$ cat config.mk
export PLATFORM = sky130hd
export DESIGN_NAME = regfile_mp
export DESIGN_NICKNAME = d
export VERILOG_FILES = /design/src/rtl/regfile_pkg.sv /design/src/rtl/regfile_sweep_fsm.sv /design/src/rtl/regfile_mp.sv
export SDC_FILE = /design/constraint.sdc
export NUM_CORES = 1
export LEC_CHECK = 0
export BUFFER_PORTS_ARGS = -buffer_cell sky130_fd_sc_hd__buf_4
export CAP_MARGIN = 0
export CORE_MARGIN = 2
export CORE_UTILIZATION = 55
export DETAILED_ROUTE_END_ITERATION = 16
export HOLD_SLACK_MARGIN = 0.02
export PLACE_DENSITY = 0.71
export SLEW_MARGIN = 20
export SYNTH_ARGS = -nofsm -noshare
export SYNTH_HDL_FRONTEND = slang
export SYNTH_SLANG_ARGS = --single-unit
$ cat constraint.sdc
create_clock -name clock -period 5 [get_ports clock]
set_input_delay 1.5 -clock clock [delete_from_list [all_inputs] [get_ports clock]]
set_output_delay 1.5 -clock clock [all_outputs]
set_load 0.01 [all_outputs]
$ cat src/rtl/regfile_pkg.sv
// Shared types and port-slicing helpers for the multi-port register file.
package regfile_pkg;

  typedef enum logic {
    SWEEP = 1'b0,
    RUN   = 1'b1
  } state_e;

  // Bit offset of read port p inside the flattened address bus.
  function automatic int unsigned addr_slice(input int unsigned p, input int unsigned addr_w);
    return p * addr_w;
  endfunction

  // Bit offset of read port p inside the flattened data bus.
  function automatic int unsigned data_slice(input int unsigned p, input int unsigned data_w);
    return p * data_w;
  endfunction

endpackage

$ cat src/rtl/regfile_sweep_fsm.sv
// Clear-sweep controller: walks every entry once after reset or on clr_req.
module regfile_sweep_fsm
  import regfile_pkg::*;
#(
  parameter int unsigned ADDR_W = 5
) (
  input  logic              clock,
  input  logic              reset,
  input  logic              clr_req,
  output logic              busy,
  output logic              sweep_we,
  output logic [ADDR_W-1:0] sweep_addr
);

  localparam int unsigned      CNT_W = ADDR_W + 1;
  localparam logic [CNT_W-1:0] LAST  = CNT_W'((1 << ADDR_W) - 1);

  state_e           state_q, state_d;
  logic [CNT_W-1:0] cnt_q, cnt_d;
  logic             busy_q, busy_d;

  always_ff @(posedge clock or posedge reset) begin
    if (reset) begin
      state_q <= SWEEP;
      cnt_q   <= '0;
      busy_q  <= 1'b1;
    end else begin
      state_q <= state_d;
      cnt_q   <= cnt_d;
      busy_q  <= busy_d;
    end
  end

  always_comb begin
    state_d = state_q;
    cnt_d   = cnt_q;
    case (state_q)
      SWEEP: begin
        // clr_req is deliberately not looked at here: no restart mid-sweep
        cnt_d = cnt_q + CNT_W'(1);
        if (cnt_q == LAST) begin
          state_d = RUN;
        end
      end
      RUN: begin
        if (clr_req) begin
          state_d = SWEEP;
          cnt_d   = '0;
        end
      end
    endcase
    busy_d = (state_d == SWEEP);
  end

  assign busy       = busy_q;
  assign sweep_we   = (state_q == SWEEP);
  assign sweep_addr = cnt_q[ADDR_W-1:0];

endmodule

$ cat src/rtl/regfile_mp.sv
// Multi-read, single-write register file with registered reads, optional
// write-to-read bypass, optional hardwired-zero entry and a clear sweep.
module regfile_mp
  import regfile_pkg::*;
#(
  parameter int unsigned DATA_W   = 32,
  parameter int unsigned ADDR_W   = 5,
  parameter int unsigned N_RD     = 2,
  parameter int unsigned ZERO_REG = 1,
  parameter int unsigned BYPASS   = 1
) (
  input  logic                     clock,
  input  logic                     reset,
  input  logic                     clr_req,
  output logic                     busy,
  input  logic                     wr_en,
  input  logic [ADDR_W-1:0]        wr_addr,
  input  logic [DATA_W-1:0]        wr_data,
  input  logic [N_RD-1:0]          rd_en,
  input  logic [N_RD*ADDR_W-1:0]   rd_addr,
  output logic [N_RD*DATA_W-1:0]   rd_data,
  output logic [N_RD-1:0]          rd_valid
);

  localparam int unsigned DEPTH = 1 << ADDR_W;

  logic              sweep_we;
  logic [ADDR_W-1:0] sweep_addr;

  regfile_sweep_fsm #(
    .ADDR_W (ADDR_W)
  ) u_sweep (
    .clock      (clock),
    .reset      (reset),
    .clr_req    (clr_req),
    .busy       (busy),
    .sweep_we   (sweep_we),
    .sweep_addr (sweep_addr)
  );

  logic [DATA_W-1:0] mem_q [DEPTH];

  logic              usr_we;
  logic              mem_we;
  logic [ADDR_W-1:0] mem_waddr;
  logic [DATA_W-1:0] mem_wdata;

  // Write mux: the sweep owns the array while it runs; user writes are lost.
  always_comb begin
    usr_we    = wr_en & ~sweep_we;
    mem_we    = sweep_we | usr_we;
    mem_waddr = sweep_we ? sweep_addr : wr_addr;
    mem_wdata = sweep_we ? '0 : wr_data;
    if ((ZERO_REG != 0) && (mem_waddr == '0)) begin
      mem_we = 1'b0;
    end
  end

  always_ff @(posedge clock) begin
    if (mem_we) begin
      mem_q[mem_waddr] <= mem_wdata;
    end
  end

  logic [N_RD*DATA_W-1:0] rd_data_q, rd_data_d;
  logic [N_RD-1:0]        rd_valid_q, rd_valid_d;
  logic [ADDR_W-1:0]      ra;
  logic [DATA_W-1:0]      rval;

  always_comb begin
    rd_data_d  = rd_data_q;
    rd_valid_d = '0;
    ra         = '0;
    rval       = '0;
    for (int unsigned p = 0; p < N_RD; p++) begin
      ra = rd_addr[addr_slice(p, ADDR_W) +: ADDR_W];
      if (rd_en[p] && !sweep_we) begin
        rd_valid_d[p] = 1'b1;
        if ((ZERO_REG != 0) && (ra == '0)) begin
          rval = '0;
        end else if ((BYPASS != 0) && usr_we && (wr_addr == ra)) begin
          rval = wr_data;
        end else begin
          rval = mem_q[ra];
        end
        rd_data_d[data_slice(p, DATA_W) +: DATA_W] = rval;
      end
    end
  end

  always_ff @(posedge clock or posedge reset) begin
    if (reset) begin
      rd_data_q  <= '0;
      rd_valid_q <= '0;
    end else begin
      rd_data_q  <= rd_data_d;
      rd_valid_q <= rd_valid_d;
    end
  end

  assign rd_data  = rd_data_q;
  assign rd_valid = rd_valid_q;

endmodule

After elaboration in Yosys (flattened, before gate mapping)
Memory sizes are Yosys's and may differ from the RTL's.
Index checks and enable logic that the tools add are counted.
{ "word_totals": {"in_bits": 53, "out_inout_bits": 67, "mem_count": 1, "wordCells": 39, "ram_bits": 1024, "ff_bits": 74} }
{ "memory_table": {"columns": ["memory", "words", "word_bits", "read_ports", "rd_ports_with_merged_regs", "write_ports", "line", "source"], "rows": [
  ["mem_q", 32, 32, 2, 0, 1, "regfile_mp.sv:41", "logic [DATA_W-1:0] mem_q [DEPTH];"]
]} }
{ "op_classes": {"eq_ne": 4, "n_addsub": 1, "bitwise_logic": 4, "n_mux": 16, "n_reduce_logical": 7} }
{ "ops": {"columns": ["cell", "count"], "rows": [
  ["32-bit 2-to-1 mux", 5],
  ["5-bit logical NOT", 3],
  ["6-bit case mux with 2 select lines", 1],
  ["5-bit == test", 2],
  ["1-bit 2-to-1 mux", 7],
  ["6-bit by 1-bit adder with 6-bit output, second input constant", 1],
  ["6-bit by 5-bit == test with 1-bit output, second input constant", 1],
  ["6-bit 2-to-1 mux", 1],
  ["5-bit 2-to-1 mux", 1],
  ["1-bit logical AND", 4],
  ["2-bit != test, second input constant", 1],
  ["1-bit NOT", 2],
  ["1-bit case mux with 2 select lines", 1],
  ["1-bit AND", 1],
  ["1-bit bitwise OR", 1]
]} }

Depth between registers and ports, before layout
{ "logic_depth": {"word_depth": 5, "mapped_depth": 9, "ltp_nobuf": 5} }

By module
From an unflattened synthesis, not the netlist that was laid out.
{ "unflattened": {"cells_unflattened": 2738, "area_unflattened_um2": 51022.7} }
{ "by_module_without_submodules": {"columns": ["mod", "area_per_inst_um2", "cells_each", "instances", "seq_area_each_um2"], "rows": [
  ["regfile_mp", 50586.0, 2697, 1, 32401.1],
  ["regfile_sweep_fsm", 436.7, 41, 1, 201.4]
]} }

Worst setup path before layout
Ideal clock, no wire load.
{ "synth_path": {"path_kind": "input to register", "from": "input wr_addr[4]", "to": "memory mem_q[25][0] (enable)", "path_stages": 5, "setup_time_ns": 0.421, "path_buffers": 1, "t_arrival_ns": 3.422, "required_time_ns": 4.579, "setup_slack_ns": 1.157, "path_cell_list": "clkbuf_1 -> nand3_1 -> o21ai_0 -> nand2_1 -> nor2_1"} }
{ "synth_between": {"elab_chain_len": 5} }
{ "synth_lines": {"columns": ["element", "line", "source"], "rows": [
  ["start, declared", "regfile_mp.sv:17", "input logic [ADDR_W-1:0] wr_addr,"],
  ["5-bit 2-to-1 mux *", "regfile_mp.sv:52", "mem_waddr = sweep_we ? sweep_addr : wr_addr;"],
  ["5-bit logical NOT", "regfile_mp.sv:54", "if ((ZERO_REG != 0) && (mem_waddr == '0)) begin"],
  ["1-bit 2-to-1 mux", "regfile_mp.sv:54", null],
  ["1-bit 2-to-1 mux", "regfile_mp.sv:60", "if (mem_we) begin"],
  ["1-bit 2-to-1 mux (implied by the code)", "regfile_mp.sv:61", "mem_q[mem_waddr] <= mem_wdata;"],
  ["end, declared", "regfile_mp.sv:41", null]
]} }
Every way passes the cells marked *; elsewhere a longest branch is shown, timed or not.

Final worst setup path
{ "layout_path": {"from": "register u_sweep.state_q", "to": "register rd_data_q[54], in the netlist rd_data[54]"} }
{ "layout_between": {"elab_chain_len": 4, "word_cells_on_any_way": 5, "cone_classes": "2 x mux; 1 x bitwise; 2 x reduce/logical"} }
{ "layout_lines": {"columns": ["element", "line", "source"], "rows": [
  ["start, declared", "regfile_sweep_fsm.sv:18", "state_e state_q, state_d;"],
  ["start signal, assigned", "regfile_sweep_fsm.sv:28", "state_q <= state_d;"],
  ["1-bit AND", "regfile_mp.sv:50", "usr_we = wr_en & ~sweep_we;"],
  ["1-bit logical AND", "regfile_mp.sv:81", "end else if ((BYPASS != 0) && usr_we && (wr_addr == ra)) begin"],
  ["32-bit 2-to-1 mux", "regfile_mp.sv:81", null],
  ["32-bit 2-to-1 mux", "regfile_mp.sv:79", "if ((ZERO_REG != 0) && (ra == '0)) begin"],
  ["end signal, assigned", "regfile_mp.sv:96", "rd_data_q <= rd_data_d;"],
  ["end, declared", "regfile_mp.sv:65", "logic [N_RD*DATA_W-1:0] rd_data_q, rd_data_d;"]
]} }
Several ways; a longest one is shown, not always the timed one.
A chain may end at the register's enable or synchronous reset.

==> metrics <==
drt wl/cell=35.84 um; Peak VDD IR=0.0003166 V; delay-heaviest family, CP=flip-flops; CP peak stage delay=1120 ps; Pwr Density=436.7 nW/um2; Worst Setup Path Type=reg2reg; Synth top area share=59.85%; Post-CTS Setup Inserts=0; CP bufs+invs=2; row cnt=112; vias in the first global route=33528; most common cell in the synthesized netlist=edfxtp_1; Area contributors post-synth=edfxtp_1 60%, mux4_2 16%, mux2i_1 5.0%; flops & latches, synth=1098; drt drc=0; Max Buffers Root-to-Sink=3; Reg clk slew, reported paths=60 ps; remaining antenna violation count after routing=0; Slew @ Worst Pin=1262 ps; Final WS setup=1212 ps; Reg2Reg Depth=6; Comb pwr share=19.0%; Initial Util=55.30%; number of DRC violations after detailed-routing iteration 0=4323; clock network fraction of total power=32.8%; Final Setup Violations=0; Distinct cells, synth=49; Worst EP required=5530 ps; Int Power=18.17 mW; Worst Hold Depth=2; cts bufs inserted=110; Final Hold Viols=0; area post-placement=54470 um2; HP Class=reg2reg; CP max FO=40; Seq/Total Area, Yosys=63.46%; antenna cells=0; layout cells sized above 1=26.53%; RSZ-0062 raised after global routing=no; Warnings, synthesis=0; crit end category=flop; Slew Limit Fails=0; Post-synth top flop=edfxtp_1; post-route cell area=58120 um2; Area growth syn-to-layout=13.14%; H-Tree Depth=3; root buffer cell=clkbuf_16; Via Count=32933; crit start category=flop; Post-synth EDFFs=1024; hold bufs inserted after CTS=0; Die W=309.6 um; part of the power in registers=48.2%; Setup WS pre-CTS=801.5 ps; GRT Util Overall=33.56%; sw power=7.212 mW; post-synthesis cell area=51370 um2; Syn Area/Cell=17.25 um2; final cycle utilization of the critical path=75.76%; largest net degree at the start of global routing=93; routability cong.=0.9027; CTS tree=built; Worst Clk Skew=31.99 ps; Fill cells=6489; clock sink count=1098; fmax=264.0 MHz; # IOs=120; hpwl dp=93.39 mm; GRT overflow=0; WHS Endpoint=u_sweep.cnt_q[5]$_DFFE_PP0P_; port bufs=119; placed insts=4250; Finished Layout Cells=4458; Rel. slew slack=15.84%; Hold Startpoint=u_sweep.cnt_q[5]$_DFFE_PP0P_; status=finished clean; global-route wire length before repair=227.9 mm; die height=309.6 um; worst r2r dst=rd_data[54]$_DFFE_PP0P_; Via density=7.387; maximum capacitance violations=0; RR Startpoint=u_sweep.state_q$_DFF_PP0_; critical path's most frequent cell=buf_4; worst-path cell chain=buf_4 -> nand3_1 -> o2111ai_4 -> buf_4 -> a21oi_1 -> or4_1; post-synth top area cell=edfxtp_1; most frequent cells after synthesis=1024 x edfxtp_1, 376 x mux4_2, 258 x mux2i_1; Initial DRT Pass Iterations=6; Post-Syn Instances=2979; worst-skew pair later-pin latency=690 ps; Routed WL=159.8 mm; Static Leak=19.85 nW; min Tclk post-route=3788 ps; Die ar.=95870 um2; FFs w/ async S/R, synth=6.740%; initial antenna violation count=4; Core Area=92910 um2; Pwr Total=25.38 mW; CP max stage cell=dfrtp_2; post-layout net count=3162; Switching Share=28.41%; arrival time of the worst setup path=4320 ps; TNS Setup=0 ps; PostCTS Resize Cnt=0; flop2flop setup slack=1210 ps
## cell usage in the layout, fill, tap and decap left out, drive strengths merged, types with 2 or more instances in the layout
cell type and count:
a2111o 32, a21o 4, a21oi 158, a221oi 128, a22o 64, a22oi 65
and2 34, buf 227, bufinv 11, clkbuf 160, clkinv 34, clkinvlp 2
conb 32, dfrtp 73, edfxtp 1024, inv 15, mux2i 258, mux4 384
nand2 146, nand3 6, nand4 2, nor2 40, nor2b 3, nor3 7
nor4 2, o2111ai 3, o211ai 97, o21ai 137, or4 31, xnor2 12
## registers in the layout (all words and copies together), names as in the netlist
register	count
mem_q	1024
rd_data	64
rd_valid	2
u_sweep.busy	1
u_sweep.cnt_q	6
u_sweep.state_q	1
## power by group through the flow
stage	sequential [mW]	combinational, mW	clock, mW
after CTS	12.2	4.73	8.39
after global placement	12.3	4.63	0
final	12.2	4.81	8.34
after global routing	12.3	5.02	8.74
after floorplan	12.1	2.52	0
after detailed placement	12.4	4.71	0
## worst reg2reg max path, delay by kind of cell (launching register included)
kind                   cells  cell delay [ps]
AND/OR/NAND/NOR            2              900
buffers and inverters      2              960
flip-flops                 1             1120
AO/OA/AOI/OAI              2              680
## kinds of logic after synthesis
| family | Yosys count | share of synthesized area [%] |
|---|---|---|
| adder cells (fa/ha/maj) | 1 | 0.02435 |
| multiplexers | 643 | 21.94 |
| XOR/XNOR | 13 | 0.2216 |
| buffers and inverters | 255 | 2.233 |
| AO/OA/AOI/OAI | 694 | 9.632 |
| flip-flops | 1098 | 63.46 |
| AND/OR/NAND/NOR | 274 | 2.479 |
| other | 1 | 0.007299 |
## final cells by class
| class | instances | area [um2] | area share, % |
|---|---|---|---|
| multi-input cells | 1657 | 18090 | 31.12 |
| clock inverters | 50 | 561.8 | 0.9665 |
| inverters | 12 | 51.30 | 0.08826 |
| well taps | 1254 | 1569 | 2.699 |
| flip-flops and latches | 1098 | 32600 | 56.09 |
| clock buffers | 158 | 3077 | 5.293 |
| repair buffers | 229 | 2172 | 3.737 |
## routing by layer
| layer | global-route usage [%] | vias up | part of all wire (%) |
|---|---|---|---|
| met4 | 16.75 | 8 | 5.5 |
| met5 | 0 | - | 0.030 |
| met1 | 45.52 | 17004 | 36 |
| met2 | 49.90 | 2492 | 45 |
| li1 | - | 12881 | - |
| met3 | 10.00 | 548 | 14 |
## metrics by stage
stage               utilization, %  hold WS (ps)
floorplan                        -         493.2
global placement             58.63         516.5
detailed placement           58.63         533.4
CTS                          62.55         577.6
global route                 62.56         608.6
finish                       62.56         575.2
## worst max path at each step
| stage | from | end | slack (ps) | cells past startpoint |
|---|---|---|---|---|
| 4_1_cts | u_sweep.state_q$_DFF_PP0_ | mem_q[9][23]$_DFFE_PP_ | 1430 | 5 |
| 3_5_place_dp | rd_addr[1] | rd_data[9]$_DFFE_PP0P_ | 800 | 7 |
| 2_1_floorplan | wr_addr[4] | mem_q[25][0]$_DFFE_PP_ | 1160 | 5 |
| 3_3_place_gp | rd_addr[1] | rd_data[9]$_DFFE_PP0P_ | 800 | 7 |
| 6_report | u_sweep.state_q$_DFF_PP0_ | rd_data[54]$_DFFE_PP0P_ | 1210 | 6 |
| 5_1_grt | u_sweep.state_q$_DFF_PP0_ | rd_data[46]$_DFFE_PP0P_ | 1250 | 6 |
Power figures use the tool's default switching activity.
